### config.mk
export PLATFORM = sky130hd
export DESIGN_NAME = snes_rom_loader
export DESIGN_NICKNAME = d
export VERILOG_FILES = /design/src/rtl/snes_loader_pkg.sv /design/src/rtl/rom_word_fifo.sv /design/src/rtl/snes_rom_loader.sv
export SDC_FILE = /design/constraint.sdc
export NUM_CORES = 1
export LEC_CHECK = 0
export BUFFER_PORTS_ARGS = -buffer_cell sky130_fd_sc_hd__clkbuf_2
export CAP_MARGIN = 10
export CELL_PAD_IN_SITES_DETAIL_PLACEMENT = 0
export CELL_PAD_IN_SITES_GLOBAL_PLACEMENT = 1
export CORE_ASPECT_RATIO = 0.9
export CORE_MARGIN = 1
export CORE_UTILIZATION = 51
export CTS_CLUSTER_DIAMETER = 80
export DETAILED_ROUTE_END_ITERATION = 8
export GPL_TIMING_DRIVEN = 0
export PLACE_DENSITY = 0.82
export SLEW_MARGIN = 30
export SYNTH_ARGS = -nofsm -noshare
export SYNTH_HDL_FRONTEND = slang
export SYNTH_SLANG_ARGS = --single-unit
### constraint.sdc
create_clock -name clk_mem_i -period 12.4 [get_ports clk_mem_i]
set_clock_uncertainty 0.15 [all_clocks]
set_input_delay 0 -clock clk_mem_i [delete_from_list [all_inputs] [get_ports clk_mem_i]]
set_output_delay 0 -clock clk_mem_i [all_outputs]
set_load 0.1 [all_outputs]
### src/rtl/snes_loader_pkg.sv
// Shared types, constants and address helpers for the SNES cartridge ROM loader.
package snes_loader_pkg;

    typedef enum logic [2:0] {
        ST_IDLE   = 3'd0,
        ST_LOAD   = 3'd1,
        ST_DRAIN  = 3'd2,
        ST_SETTLE = 3'd3,
        ST_READY  = 3'd4
    } loader_state_t;

    localparam logic [24:0] HEADER_BYTES    = 25'h200;
    localparam int          HEADER_SIZE_BIT = 9;
    localparam int          ENTRY_W         = 57;

    function automatic logic [24:0] strip_header(input logic [24:0] raw, input logic hdr);
        if (hdr) begin
            strip_header = raw - HEADER_BYTES;
        end else begin
            strip_header = raw;
        end
    endfunction

    function automatic logic in_header(input logic [24:0] raw, input logic hdr);
        in_header = hdr && (raw < HEADER_BYTES);
    endfunction

endpackage

### src/rtl/rom_word_fifo.sv
// Synchronous FIFO of {wr_addr, wr_data} bridge words with a flush; head is
// visible without popping so a word stays resident until both beats finish.
module rom_word_fifo
    import snes_loader_pkg::*;
#(
    parameter int DEPTH = 4
) (
    input  logic               clk_i,
    input  logic               reset_i,
    input  logic               flush_i,
    input  logic               push_i,
    input  logic [ENTRY_W-1:0] push_data_i,
    input  logic               pop_i,
    output logic [ENTRY_W-1:0] head_o,
    output logic               full_o,
    output logic               empty_o
);
    localparam int AW = (DEPTH > 1) ? $clog2(DEPTH) : 1;

    logic [ENTRY_W-1:0] mem_q [DEPTH];
    logic [AW-1:0]      wr_ptr_q;
    logic [AW-1:0]      rd_ptr_q;
    logic [AW:0]        count_q;
    logic               push_ok_s;
    logic               pop_ok_s;

    assign empty_o   = (count_q == '0);
    assign full_o    = (count_q == (AW+1)'(DEPTH));
    assign pop_ok_s  = pop_i && !empty_o;
    assign push_ok_s = push_i && (!full_o || pop_ok_s);
    assign head_o    = mem_q[rd_ptr_q];

    // Pointer and occupancy tracking; pointers wrap naturally at DEPTH.
    always_ff @(posedge clk_i) begin
        if (reset_i || flush_i) begin
            wr_ptr_q <= '0;
            rd_ptr_q <= '0;
            count_q  <= '0;
        end else begin
            if (push_ok_s) begin
                wr_ptr_q <= wr_ptr_q + AW'(1);
            end
            if (pop_ok_s) begin
                rd_ptr_q <= rd_ptr_q + AW'(1);
            end
            case ({push_ok_s, pop_ok_s})
                2'b10:   count_q <= count_q + (AW+1)'(1);
                2'b01:   count_q <= count_q - (AW+1)'(1);
                default: count_q <= count_q;
            endcase
        end
    end

    // Storage array.
    always_ff @(posedge clk_i) begin
        if (push_ok_s) begin
            mem_q[wr_ptr_q] <= push_data_i;
        end
    end

endmodule

### src/rtl/snes_rom_loader.sv
// Splits bridge words into 16-bit SDRAM beats, hides the copier header from
// SDRAM, feeds the parser, and releases the SNES core once parsing settles.
module snes_rom_loader
    import snes_loader_pkg::*;
#(
    parameter int FIFO_DEPTH    = 4,
    parameter int SETTLE_CYCLES = 4
) (
    input  logic        clk_mem_i,
    input  logic        reset_i,
    input  logic [31:0] rom_file_size_i,
    input  logic        start_i,
    input  logic        wr_valid_i,
    input  logic [24:0] wr_addr_i,
    input  logic [31:0] wr_data_i,
    output logic        wr_ready_o,
    input  logic        load_done_i,
    output logic        mem_req_o,
    output logic [24:0] mem_addr_o,
    output logic [15:0] mem_data_o,
    input  logic        mem_ack_i,
    output logic [24:0] parse_addr_o,
    output logic [15:0] parse_data_o,
    output logic        downloading_o,
    output logic        has_header_o,
    output logic        core_reset_o,
    output logic        cfg_valid_o
);
    localparam int SW = $clog2(SETTLE_CYCLES) + 1;

    loader_state_t      state_q, state_d;
    logic [SW-1:0]      settle_cnt_q, settle_cnt_d;
    logic               has_header_q, has_header_d;
    logic               beat_active_q, beat_active_d;
    logic               half_q, half_d;
    logic               mem_req_q, mem_req_d;
    logic [24:0]        mem_addr_q, mem_addr_d;
    logic [15:0]        mem_data_q, mem_data_d;
    logic [24:0]        parse_addr_q, parse_addr_d;
    logic [15:0]        parse_data_q, parse_data_d;
    logic               downloading_q, core_reset_q, cfg_valid_q;

    logic [ENTRY_W-1:0] head_s;
    logic               fifo_full_s, fifo_empty_s;
    logic               push_s, pop_s, flush_s;
    logic               engine_on_s, beat_done_s, present_s, beat_idle_s;
    logic [24:0]        raw_addr_s;
    logic [15:0]        raw_data_s;
    logic               size_unused_s;

    assign size_unused_s = ^{rom_file_size_i[31:HEADER_SIZE_BIT+1],
                             rom_file_size_i[HEADER_SIZE_BIT-1:0]};

    assign wr_ready_o  = (state_q == ST_LOAD) && !fifo_full_s;
    assign push_s      = wr_valid_i && wr_ready_o;
    assign engine_on_s = (state_q == ST_LOAD) || (state_q == ST_DRAIN);
    assign beat_done_s = beat_active_q && (!mem_req_q || mem_ack_i);
    assign pop_s       = beat_done_s && half_q;
    assign present_s   = engine_on_s && !beat_active_q && !fifo_empty_s;
    assign beat_idle_s = fifo_empty_s && !beat_active_q;
    assign raw_addr_s  = head_s[56:32] + (half_q ? 25'd2 : 25'd0);
    assign raw_data_s  = half_q ? head_s[31:16] : head_s[15:0];

    rom_word_fifo #(
        .DEPTH (FIFO_DEPTH)
    ) u_fifo (
        .clk_i       (clk_mem_i),
        .reset_i     (reset_i),
        .flush_i     (flush_s),
        .push_i      (push_s),
        .push_data_i ({wr_addr_i, wr_data_i}),
        .pop_i       (pop_s),
        .head_o      (head_s),
        .full_o      (fifo_full_s),
        .empty_o     (fifo_empty_s)
    );

    // Beat engine: present a beat, then leave one idle cycle after it completes.
    always_comb begin
        beat_active_d = beat_active_q;
        half_d        = half_q;
        mem_req_d     = mem_req_q;
        mem_addr_d    = mem_addr_q;
        mem_data_d    = mem_data_q;
        parse_addr_d  = parse_addr_q;
        parse_data_d  = parse_data_q;
        if (present_s) begin
            beat_active_d = 1'b1;
            mem_req_d     = !in_header(raw_addr_s, has_header_q);
            mem_addr_d    = strip_header(raw_addr_s, has_header_q);
            mem_data_d    = raw_data_s;
            parse_addr_d  = raw_addr_s;
            parse_data_d  = raw_data_s;
        end else if (beat_done_s) begin
            beat_active_d = 1'b0;
            mem_req_d     = 1'b0;
            half_d        = !half_q;
        end else begin
            beat_active_d = beat_active_q;
        end
    end

    // Load sequencing FSM and settle counter.
    always_comb begin
        state_d      = state_q;
        settle_cnt_d = settle_cnt_q;
        has_header_d = has_header_q;
        flush_s      = 1'b0;
        case (state_q)
            ST_IDLE, ST_READY: begin
                if (start_i) begin
                    flush_s      = 1'b1;
                    has_header_d = rom_file_size_i[HEADER_SIZE_BIT];
                    state_d      = ST_LOAD;
                end else begin
                    state_d = state_q;
                end
            end
            ST_LOAD: begin
                if (load_done_i && beat_idle_s && !push_s) begin
                    settle_cnt_d = '0;
                    state_d      = ST_SETTLE;
                end else if (load_done_i) begin
                    state_d = ST_DRAIN;
                end else begin
                    state_d = ST_LOAD;
                end
            end
            ST_DRAIN: begin
                if (beat_idle_s) begin
                    settle_cnt_d = '0;
                    state_d      = ST_SETTLE;
                end else begin
                    state_d = ST_DRAIN;
                end
            end
            ST_SETTLE: begin
                if (settle_cnt_q == SW'(SETTLE_CYCLES - 1)) begin
                    state_d = ST_READY;
                end else begin
                    settle_cnt_d = settle_cnt_q + SW'(1);
                end
            end
            default: state_d = ST_IDLE;
        endcase
    end

    // State and output registers; status outputs follow the next state.
    always_ff @(posedge clk_mem_i) begin
        if (reset_i) begin
            state_q       <= ST_IDLE;
            settle_cnt_q  <= '0;
            has_header_q  <= 1'b0;
            beat_active_q <= 1'b0;
            half_q        <= 1'b0;
            mem_req_q     <= 1'b0;
            mem_addr_q    <= 25'd0;
            mem_data_q    <= 16'd0;
            parse_addr_q  <= 25'd0;
            parse_data_q  <= 16'd0;
            downloading_q <= 1'b0;
            core_reset_q  <= 1'b1;
            cfg_valid_q   <= 1'b0;
        end else begin
            state_q       <= state_d;
            settle_cnt_q  <= settle_cnt_d;
            has_header_q  <= has_header_d;
            beat_active_q <= beat_active_d;
            half_q        <= half_d;
            mem_req_q     <= mem_req_d;
            mem_addr_q    <= mem_addr_d;
            mem_data_q    <= mem_data_d;
            parse_addr_q  <= parse_addr_d;
            parse_data_q  <= parse_data_d;
            downloading_q <= (state_d == ST_LOAD) || (state_d == ST_DRAIN);
            core_reset_q  <= (state_d != ST_READY);
            cfg_valid_q   <= (state_d == ST_READY);
        end
    end

    assign mem_req_o     = mem_req_q;
    assign mem_addr_o    = mem_addr_q;
    assign mem_data_o    = mem_data_q;
    assign parse_addr_o  = parse_addr_q;
    assign parse_data_o  = parse_data_q;
    assign downloading_o = downloading_q;
    assign has_header_o  = has_header_q;
    assign core_reset_o  = core_reset_q;
    assign cfg_valid_o   = cfg_valid_q;

endmodule

# == Word-level counts from Yosys, hierarchy flattened ==
# Memory sizes are Yosys's and may differ from the RTL's. A register that Yosys moved wholly into a read port is not among the register bits.
# Index checks and enable logic that the tools add are counted.
# totals
ram_bits,228
reg_bits,86
mem_count,1
output_inout_bits,88
input_bits,95
# mem_list
name,words,width,rd,rd_ports_with_merged_regs,wr,line,rtl
u_fifo.mem_q,4,57,1,1,1,rom_word_fifo.sv:20,logic [ENTRY_W-1:0] mem_q [DEPTH];
# op_classes
reduce_logical,33
n_eq_ne,15
mux,23
n_addsub,7
bitwise_logic,1
order_cmp,1
# op_table
op,n
25-bit by 2-bit adder with 25-bit output,1
25-bit by 10-bit less-than comparator with 1-bit output (second input constant),1
25-bit two-way mux,1
25-bit by 10-bit subtractor with 25-bit output (second input constant),1
16-bit two-way mux,1
3-bit two-way mux,5
3-bit by 2-bit == test with 1-bit output (second input constant),4
1-bit logical AND,12
3-bit one-hot mux with 4 select lines,1
2-bit two-way mux,5
3-bit == test (second input constant),3
3-bit one-hot mux with 3 select lines,1
1-bit two-way mux,8
1-bit logical NOT,7
3-bit by 1-bit adder with 3-bit output (second input constant),2
3-bit by 1-bit == test with 1-bit output (second input constant),2
3-bit logical NOT,2
3-bit one-hot mux with 2 select lines,1
1-bit logical OR,5
2-bit by 1-bit adder with 2-bit output (second input constant),2
2-bit inequality test (second input constant),2
2-bit AND reduction,2
4-bit AND reduction,1
2-bit nonzero test,2
8 further kinds,8

# == Logic depth before layout (Yosys ltp) ==
# Gate-level depths: netlist (run 1).
# depth
word_depth,10
mapped_depth,21
mapped_depth_nobuf,17

# == Cells and area by module ==
# From an unflattened synthesis (run 1), not the netlist that was laid out.
# hier_totals
cells_unflattened,819
hier_area_um2,12728.5
# modules_own_cells
module,n_inst,area_each_um2,cells_per_inst
rom_word_fifo,1,8770.9,355
snes_rom_loader,1,3957.5,464

# == Worst setup path after synthesis (run 1) ==
# No wires, ideal clock.
# synth_timing
kind,flip-flop to flip-flop
from,register state_q[0]
to,memory u_fifo.mem_q[0][0] (enable)
stages_incl_launch_ff,5
slack_ps,4284
synth_period_minus_slack_ps,8116
n_path_buf,1
setup_ps,421
arrival_ps,7545
path_cell_list,dfxtp_1 -> clkbuf_1 -> inv_1 -> a2111oi_0 -> and3_1
# synth_via
elab_chain_len,6
# synth_lines
item,line,rtl
"start, declared",snes_rom_loader.sv:31,"loader_state_t state_q, state_d;"
"start signal, assigned",snes_rom_loader.sv:165,state_q <= state_d;
3-bit by 1-bit == test with 1-bit output,snes_rom_loader.sv:54,assign wr_ready_o = (state_q == ST_LOAD) && !fifo_full_s;
1-bit logical AND,snes_rom_loader.sv:54,
net wr_ready_o,snes_rom_loader.sv:16,"output logic wr_ready_o,"
1-bit logical AND,snes_rom_loader.sv:55,assign push_s = wr_valid_i && wr_ready_o;
1-bit logical AND,rom_word_fifo.sv:30,assign push_ok_s = push_i && (!full_o || pop_ok_s);
1-bit two-way mux,rom_word_fifo.sv:56,if (push_ok_s) begin
1-bit two-way mux (not written as such),rom_word_fifo.sv:57,mem_q[wr_ptr_q] <= push_data_i;
"end, declared",rom_word_fifo.sv:20,
# The timed path passes the listed nets, and every way through them passes these cells.

==> results of run 1 <==
[cell usage in the layout, fill, tap and decap left out, types with 5 or more instances in the layout]
| cell | netlist | layout |
|---|---|---|
| edfxtp_1 | 228 | 228 |
| clkbuf_2 | 0 | 151 |
| dfxtp_1 | 79 | 79 |
| nor2_1 | 73 | 73 |
| dlygate4sd3_1 | 0 | 65 |
| mux4_2 | 55 | 55 |
| nand2_1 | 51 | 51 |
| a211oi_1 | 37 | 37 |
| clkbuf_16 | 0 | 31 |
| clkbuf_1 | 22 | 30 |
| buf_4 | 27 | 27 |
| mux2i_1 | 23 | 23 |
| a21oi_1 | 22 | 22 |
| xnor2_1 | 22 | 22 |
| inv_1 | 20 | 20 |
| xor2_1 | 15 | 15 |
| nor3_1 | 13 | 13 |
| nand3_1 | 12 | 12 |
| ha_1 | 10 | 10 |
| nand4_1 | 9 | 9 |
| buf_2 | 8 | 8 |
| buf_1 | 7 | 7 |
| nor4_1 | 7 | 7 |
| or3_1 | 7 | 7 |
| clkbuf_8 | 0 | 7 |
| o21ai_0 | 6 | 6 |
| and2_1 | 5 | 5 |
[timing repair]
action                    in CTS  in global routing
gates resized for setup        0                  0
hold endpoints to repair     325                  0
hold buffers                  65                  0
[cell type report]
class	instances	area, um2
fill	1791	8720
sequential	307	8430
multi-input combinational	427	3700
timing repair buffer	219	1510
clock buffer	49	922
tap	308	385
buffer	66	383
inverter	20	75.1
clock inverter	8	68.8
[worst max path at each step]
stage	cells after the start	start	slack [ns]	end
after detailed placement	20	flop	6.40	mem_req_o$_SDFFE_PP0P_
after CTS	20	flop	6.37	mem_req_o$_SDFFE_PP0P_
after global placement	20	flop	6.39	mem_req_o$_SDFFE_PP0P_
final	20	flop	6.33	mem_req_o$_SDFFE_PP0P_
after floorplan	4	state_q[0]$_SDFF_PP0_	4.28	u_fifo.mem_q[0][0]$_DFFE_PP_
after global routing	20	flop	6.03	mem_req_o$_SDFFE_PP0P_
[state kept, by name (all words and copies together), names as in the netlist, named ones only]
signal	count
u_fifo.rd_ptr_q	2
state_q	3
beat_active_q	1
mem_req_o	1
has_header_o	1
core_reset_o	1
parse_data_o	16
u_fifo.mem_q	228
u_fifo.count_q	3
parse_addr_o	16
settle_cnt_q	3
u_fifo.wr_ptr_q	2
downloading_o	1
cfg_valid_o	1
mem_addr_o	25
half_q	1
[power groups by stage]
stage               registers (mW)  logic, mW  clock network [mW]
detailed placement            1.16      0.197                   0
floorplan                     1.21     0.0931                   0
global placement              1.16      0.191                   0
global route                  1.14      0.228               0.954
finish                        1.14      0.215               0.899
CTS                           1.14      0.215               0.912
[worst max-delay path: stages (launching register included)]
cell and delay [ns]:
dfxtp_1 0.30, buf_2 0.23, buf_4 0.24, buf_2 0.31
buf_1 0.52, clkbuf_1 0.65, mux4_2 0.45, ha_1 0.26
ha_1 0.25, and2_1 0.17, a22o_1 0.30, nand4b_1 0.13
xnor2_1 0.16, inv_1 0.14, ha_1 0.17, nand2_1 0.10
nor4b_1 0.31, a211o_1 0.28, o211ai_2 0.21, nor4bb_1 0.49
nor3_1 0.08
[layer usage]
metal / vias to the layer above / global-route usage
li1: 3618 / -
met1: 3819 / 0.337
met2: 279 / 0.349
met3: 47 / 0.0342
met4: 0 / 0.0670
met5: - / 0
[stage by stage]
stage	std cells	instance area (um2)	utilization	setup WS [ns]	total power, mW
after floorplan	820	12600	-	4.28	1.30
after global placement	1278	13700	0.566	6.39	1.35
after detailed placement	1282	13800	0.571	6.40	1.36
after CTS	1404	15500	0.639	6.37	2.26
after global routing	1404	15500	0.640	6.03	2.32
final	1404	15500	0.640	6.33	2.25
[cell families (layout without fill, tap and decap cells)]
| group | Yosys count | count (layout) | share of synthesized area |
|---|---|---|---|
| DFF | 307 | 307 | 0.671 |
| adders and majority gates | 11 | 11 | 0.0116 |
| buffers and inverters | 86 | 362 | 0.0365 |
| and+or+nand+nor | 213 | 213 | 0.0850 |
| AOI/OAI and AO/OA | 84 | 84 | 0.0493 |
| muxes | 82 | 82 | 0.121 |
| xor gates and xnor gates | 37 | 37 | 0.0258 |
==> summary.txt, run 1 <==
Clock network
  • H-tree Lvls: 1
  • CTS root buf: clkbuf_16
  • Clock tree sinks: about 300
  • TritonCTS Buffers: 31
  • Setup bufs post-CTS: 0
  • CTS tree: built
  • Clock Latency Late Sink: between 0.5 and 0.6 ns
  • CTS Buffer Depth: 3
  • CTS clk-pin slew, worst paths: 0.06 ns

Die
  • Die H: about 150 um
  • DIE AREA: 25300 um2
  • Num rows: between 50 and 60
  • Core area: 24200 um2
  • IO Count: between 150 and 200
  • Starting Density: 0.519
  • Die Width: between 150 and 200 um

Drt
  • DRC: 0
  • WL met1: 13100 um
  • WL met3: roughly 1800 um
  • Initial DRC Count: ~530
  • Top Layer Used: met4
  • Vias/cell: about 5.5
  • Final ANT Viol Nets: 0
  • Wire length per cell: just over 20 um
  • Vias: 7763
  • Met2 wire length: about 13000 um
  • Router iterations before antenna repair: 5
  • Wirelength, routed: roughly 28000 um

Worst setup path
  • Critical path required time: ~13 ns
  • Crit Path Max Fanout: 10
  • Startpoint Class: flop
  • Reg2reg end: mem_req_o$_SDFFE_PP0P_
  • Critical Path AT: 6.33 ns
  • Worst Setup End Kind: flop
  • R2r worst-path depth: 20
  • Kind of critical path: flop to flop
  • Reg2Reg Setup Slack: approximately 6.3 ns

Yosys
  • Leading area contributor after synthesis: edfxtp_1
  • Asr flop ratio synth: 0
  • Top post-synthesis cells by area: edfxtp_1 55%, dfxtp_1 13%, mux4_2 9.9%, a211oi_1 2.2%, nor2_1 2.2%
  • Synth top area share: 0.545
  • Mapped Nets: 926
  • Number of flops mapped to enable cells by yosys: between 200 and 250
  • Synth cell types: 60
  • Cell with the most instances after synthesis: edfxtp_1
  • Netlist Area Pre-Place: 12600 um2
  • Post-synthesis register bit count: about 310
  • Synth cell count leaders: 228 x edfxtp_1, 79 x dfxtp_1, 73 x nor2_1, 55 x mux4_2, 51 x nand2_1
  • Syn Area/Cell: approximately 15 um2
  • Post-Syn Instances: just over 800
  • Post-synth top flop: edfxtp_1
  • Yosys Warn Count: 0
  • Register area share after synthesis: 0.671

Global route
  • Gr usage total: 0.227
  • Largest net degree at the start of global routing: 39
  • Initial antenna violation count: 0
  • Gr ovfl total: 0
  • Vias in the first global route: approximately 7500
  • First-pass GRT wire length: ~43000 um

Power
  • Internal power: approximately 1.7 mW
  • Power per cell area: 146 nW/um2
  • Combinational Power Share: 0.095
  • Psw: around 0.53 mW
  • Switching share of power: 0.238
  • Register share of total power: 0.505
  • Pleak: between 5 and 6 nW
  • Worst VDD drop: ~0.11 mV
  • Clock share of power: 0.400

Finish
  • Layout cells sized above 1: 0.289
  • Number of diodes: 0
  • Synthesis-to-finish area growth: 23.2%
  • Nets: 1178

Run status
  • Outcome: finished clean

Timing
  • Fin crit share: 0.489
  • Slew headroom: 0.369
  • Hold_ws: approximately 0.053 ns
  • Final min period: between 6 and 7 ns
  • Final setup fails: 0
  • Setup TNS: 0 ns
  • Highest clock rate: around 0.16 GHz
  • RSZ-0062 raised after global routing: false
  • Final Slew Violations: 0
  • Worst-Margin Slew: 0.937 ns
  • Final Hold Fails: 0

Flow run
  • Maxcap violations: 0

Placement
  • RD Place Congestion: 0.819
  • DP HPWL: 19000 um
  • I/O Buffers: 150

Worst hold path
  • Hold Path Sink: u_fifo.mem_q[1][3]$_DFFE_PP_
  • HP Start: wr_data_i[3]
  • HP Class: input port to flop
  • Hold Path Stages: 2
(Power assumes the default switching activity.)
==> run 2, diff against run 1 <==
--- a/config.mk
+++ b/config.mk
@@ -11,11 +11,11 @@
 export CELL_PAD_IN_SITES_GLOBAL_PLACEMENT = 1
 export CORE_ASPECT_RATIO = 0.9
 export CORE_MARGIN = 1
-export CORE_UTILIZATION = 51
+export CORE_UTILIZATION = 47
 export CTS_CLUSTER_DIAMETER = 80
 export DETAILED_ROUTE_END_ITERATION = 8
 export GPL_TIMING_DRIVEN = 0
-export PLACE_DENSITY = 0.82
+export PLACE_DENSITY = 0.76
 export SLEW_MARGIN = 30
 export SYNTH_ARGS = -nofsm -noshare
 export SYNTH_HDL_FRONTEND = slang
==> constraint.sdc (replaced) <==
create_clock -name clk_mem_i -period 5.6 [get_ports clk_mem_i]
set_clock_uncertainty 0.15 [all_clocks]
set_input_delay 0 -clock clk_mem_i [delete_from_list [all_inputs] [get_ports clk_mem_i]]
set_output_delay 0 -clock clk_mem_i [all_outputs]
set_load 0.1 [all_outputs]
==> summary.txt, run 2 (same netlist as run 1, synthesis figures left out) <==
Drt
  • Wirelength, routed: 28400 um (about the same)
  • Wire length per cell: 19.7 um (-2.6%)
  • Vias/cell: 5.32 (-3.7%)
  • DRC: 0 (unchanged)
  • Router iterations before antenna repair: 5 (unchanged)
  • Vias: 7671 (-1.2%)
  • Final ANT Viol Nets: 0 (unchanged)
  • Initial DRC Count: 558 (+6.1%)

Worst setup path
  • Startpoint Class: flop
  • Crit path buffers/inverters: 5 (-1)
  • Worst path max stage delay: 0.52 ns (-0.13 ns)
  • Reg2Reg Setup Slack: 0.26 ns (-6.07 ns)
  • CP cell instances: buf_2 > buf_4 > clkbuf_4 > clkbuf_2 > mux4_2 > ha_1 > ha_1 > and2_1 > a22o_1 > nand4b_1 > xnor2_1 > inv_1 > ha_1 > nand2_1 > nor4b_1 > a211o_1 > o211ai_2 > nor4bb_1 > nor3_1
  • Most used cell, CP: ha_1
  • Critical path required time: 5.86 ns (-6.80 ns)
  • Critical Path AT: 5.60 ns (-0.73 ns)
  • Worst path top cell family by delay: buffers and inverters
  • Worst Setup End Kind: flop
  • Kind of critical path: flop to flop
  • Reg2reg end: mem_req_o$_SDFFE_PP0P_
  • R2r worst-path depth: 19 (-5.0%)
  • Slowest cell on crit path: nor4bb_1
  • Crit Path Max Fanout: 19 (+9)

Global route
  • Gr usage total: 0.212 (-0.0153)
  • First-pass GRT wire length: 43600 um (+1.6%)
  • Initial antenna violation count: 0 (unchanged)
  • Gr ovfl total: 0 (unchanged)
  • Vias in the first global route: 7427 (-0.72%)
  • Largest net degree at the start of global routing: 41 (+5.1%)

Clock network
  • H-tree Lvls: 1 (unchanged)
  • CTS root buf: clkbuf_16
  • Clock Latency Late Sink: 0.56 ns (about the same)
  • CTS tree: built
  • Clock tree sinks: 307 (unchanged)
  • CTS Buffer Depth: 3 (unchanged)
  • TritonCTS Buffers: 30 (-3.2%)
  • CTS clk-pin slew, worst paths: 0.06 ns (about the same)

Worst hold path
  • Hold Path Stages: 2 (unchanged)
  • HP Class: input port to flop
  • Hold Path Sink: u_fifo.mem_q[2][49]$_DFFE_PP_
  • HP Start: wr_addr_i[17]

Die
  • Core area: 26100 um2 (+8.0%)
  • Die Width: 174 um (+4.1%)
  • DIE AREA: 27400 um2 (+8.4%)
  • IO Count: 183 (unchanged)
  • Num rows: 56 (+3.7%)
  • Die H: 157 um (+4.1%)
  • Starting Density: 0.480 (-0.0387)

Timing
  • Final Slew Violations: 0 (unchanged)
  • Final Hold Fails: 0 (unchanged)
  • Fin crit share: 0.953 (+0.463)
  • Final setup fails: 0 (unchanged)
  • Post-layout worst setup margin: 0.265 ns (-6.07 ns)
  • Setup TNS: 0 ns (unchanged)
  • Final min period: 5.34 ns (-0.734 ns)
  • Slew headroom: 0.387 (+0.0175)
  • RSZ-0062 raised after global routing: false
  • Highest clock rate: 0.187 GHz (+14%)
  • Worst-Margin Slew: 0.920 ns (-0.0176 ns)

Finish
  • Largest reg by FF count: u_fifo.mem_q
  • Max FFs per register: 228 (unchanged)
  • Number of diodes: 0 (unchanged)
  • Commonest non-fill, non-tap cell in the layout: edfxtp_1
  • Finished Cell Area: 15600 um2 (+0.65%)
  • Nets: 1175 (-0.25%)
  • Synthesis-to-finish area growth: 24.0%
  • Most frequent cells in the layout: 228 x edfxtp_1, 151 x clkbuf_2, 79 x dfxtp_1
  • Layout cells sized above 1: 0.287 (-0.00195)
  • Share of the core filled with cells: 0.596 (-0.0438)
  • Fill cells: 2055 (+15%)

Placement
  • RD Place Congestion: 0.807 (-1.5%)
  • Pre-CTS setup slack: -0.485 ns (-6.89 ns)
  • I/O Buffers: 150 (unchanged)
  • Post-DP Area: 13900 um2 (+0.40%)
  • DP HPWL: 19200 um (+1.3%)

Flow run
  • Maxcap violations: 0 (unchanged)

Power
  • Pleak: 5.36 nW (+0.17%)
  • Worst VDD drop: 0.232 mV (+110%)
  • Power per cell area: 327 nW/um2 (+120%)
  • Power, Total: 5.10 mW (+130%)

Run status
  • Outcome: finished clean
-- run 2: cell types whose count changed in the layout (fill, tap and decap cells not counted), moves of 2 or more --
cell / previous run / this run
clkinv_1: 2 / 4
buf_2: 8 / 5
bufinv_16: 1 / 6
clkbuf_8: 7 / 1
-- run 2: where the power goes --
group,total [mW],internal (mW),switching [mW]
clock network,2.10,1.28,0.829
logic,0.476,0.139,0.337
registers,2.52,2.49,0.0228
total,5.10,3.91,1.19
-- run 2: per-layer routing --
metal  up-vias  global-route usage  wire length [um]
met5         -                   0                 0
met4         0              0.0405               439
met3        30              0.0304              1470
met2       227               0.331             13000
met1      3796               0.318             13500
li1       3618                   -                 -
-- run 2: worst register-to-register path: stages, from the launching register on --
cell and delay, ns:
dfxtp_1 0.30, buf_2 0.24, buf_4 0.23, clkbuf_4 0.38, clkbuf_2 0.40, mux4_2 0.43
ha_1 0.27, ha_1 0.23, and2_1 0.16, a22o_1 0.30, nand4b_1 0.13, xnor2_1 0.16
inv_1 0.15, ha_1 0.18, nand2_1 0.10, nor4b_1 0.31, a211o_1 0.27, o211ai_2 0.21
nor4bb_1 0.52, nor3_1 0.08
-- run 2: what timing repair did --
| item | 4_1_cts | 5_1_grt |
|---|---|---|
| resized for setup | 2 | 1 |
| setup endpoints to repair | 12 | 6 |
| hold buffers | 65 | 0 |
| endpoints found under the hold margin | 319 | 0 |
| setup buffers | 0 | 0 |
| gates cloned | 0 | 0 |
-- run 2: through the flow --
stage,instances,hold WS (ns)
after floorplan,820,-0.0511
after global placement,1318,0.0670
after detailed placement,1322,0.0724
after CTS,1442,0.0280
after global routing,1441,0.0499
final,1441,0.0482
-- run 2: worst max path at each step --
stage          slack, ns                      endpoint  depth (start not counted)                  start
5_1_grt            0.003        mem_req_o$_SDFFE_PP0P_                         19                   flop
3_3_place_gp       -0.47        mem_req_o$_SDFFE_PP0P_                         20                   flop
4_1_cts             0.09        mem_req_o$_SDFFE_PP0P_                         20                   flop
2_1_floorplan       0.64  u_fifo.mem_q[0][0]$_DFFE_PP_                          4  state_q[0]$_SDFF_PP0_
6_report            0.26        mem_req_o$_SDFFE_PP0P_                         19                   flop
3_5_place_dp       -0.48        mem_req_o$_SDFFE_PP0P_                         20                   flop
-- run 2: area by class of cell --
class,count,area [um2],share of cell area
Sequential cell,307,8430,0.541
Multi-Input combinational cell,427,3700,0.238
Timing Repair Buffer,219,1510,0.0971
Clock buffer,40,798,0.0513
Tap cell,348,435,0.0280
Buffer,64,380,0.0244
Clock inverter,16,239,0.0153
Inverter,20,75.1,0.00482
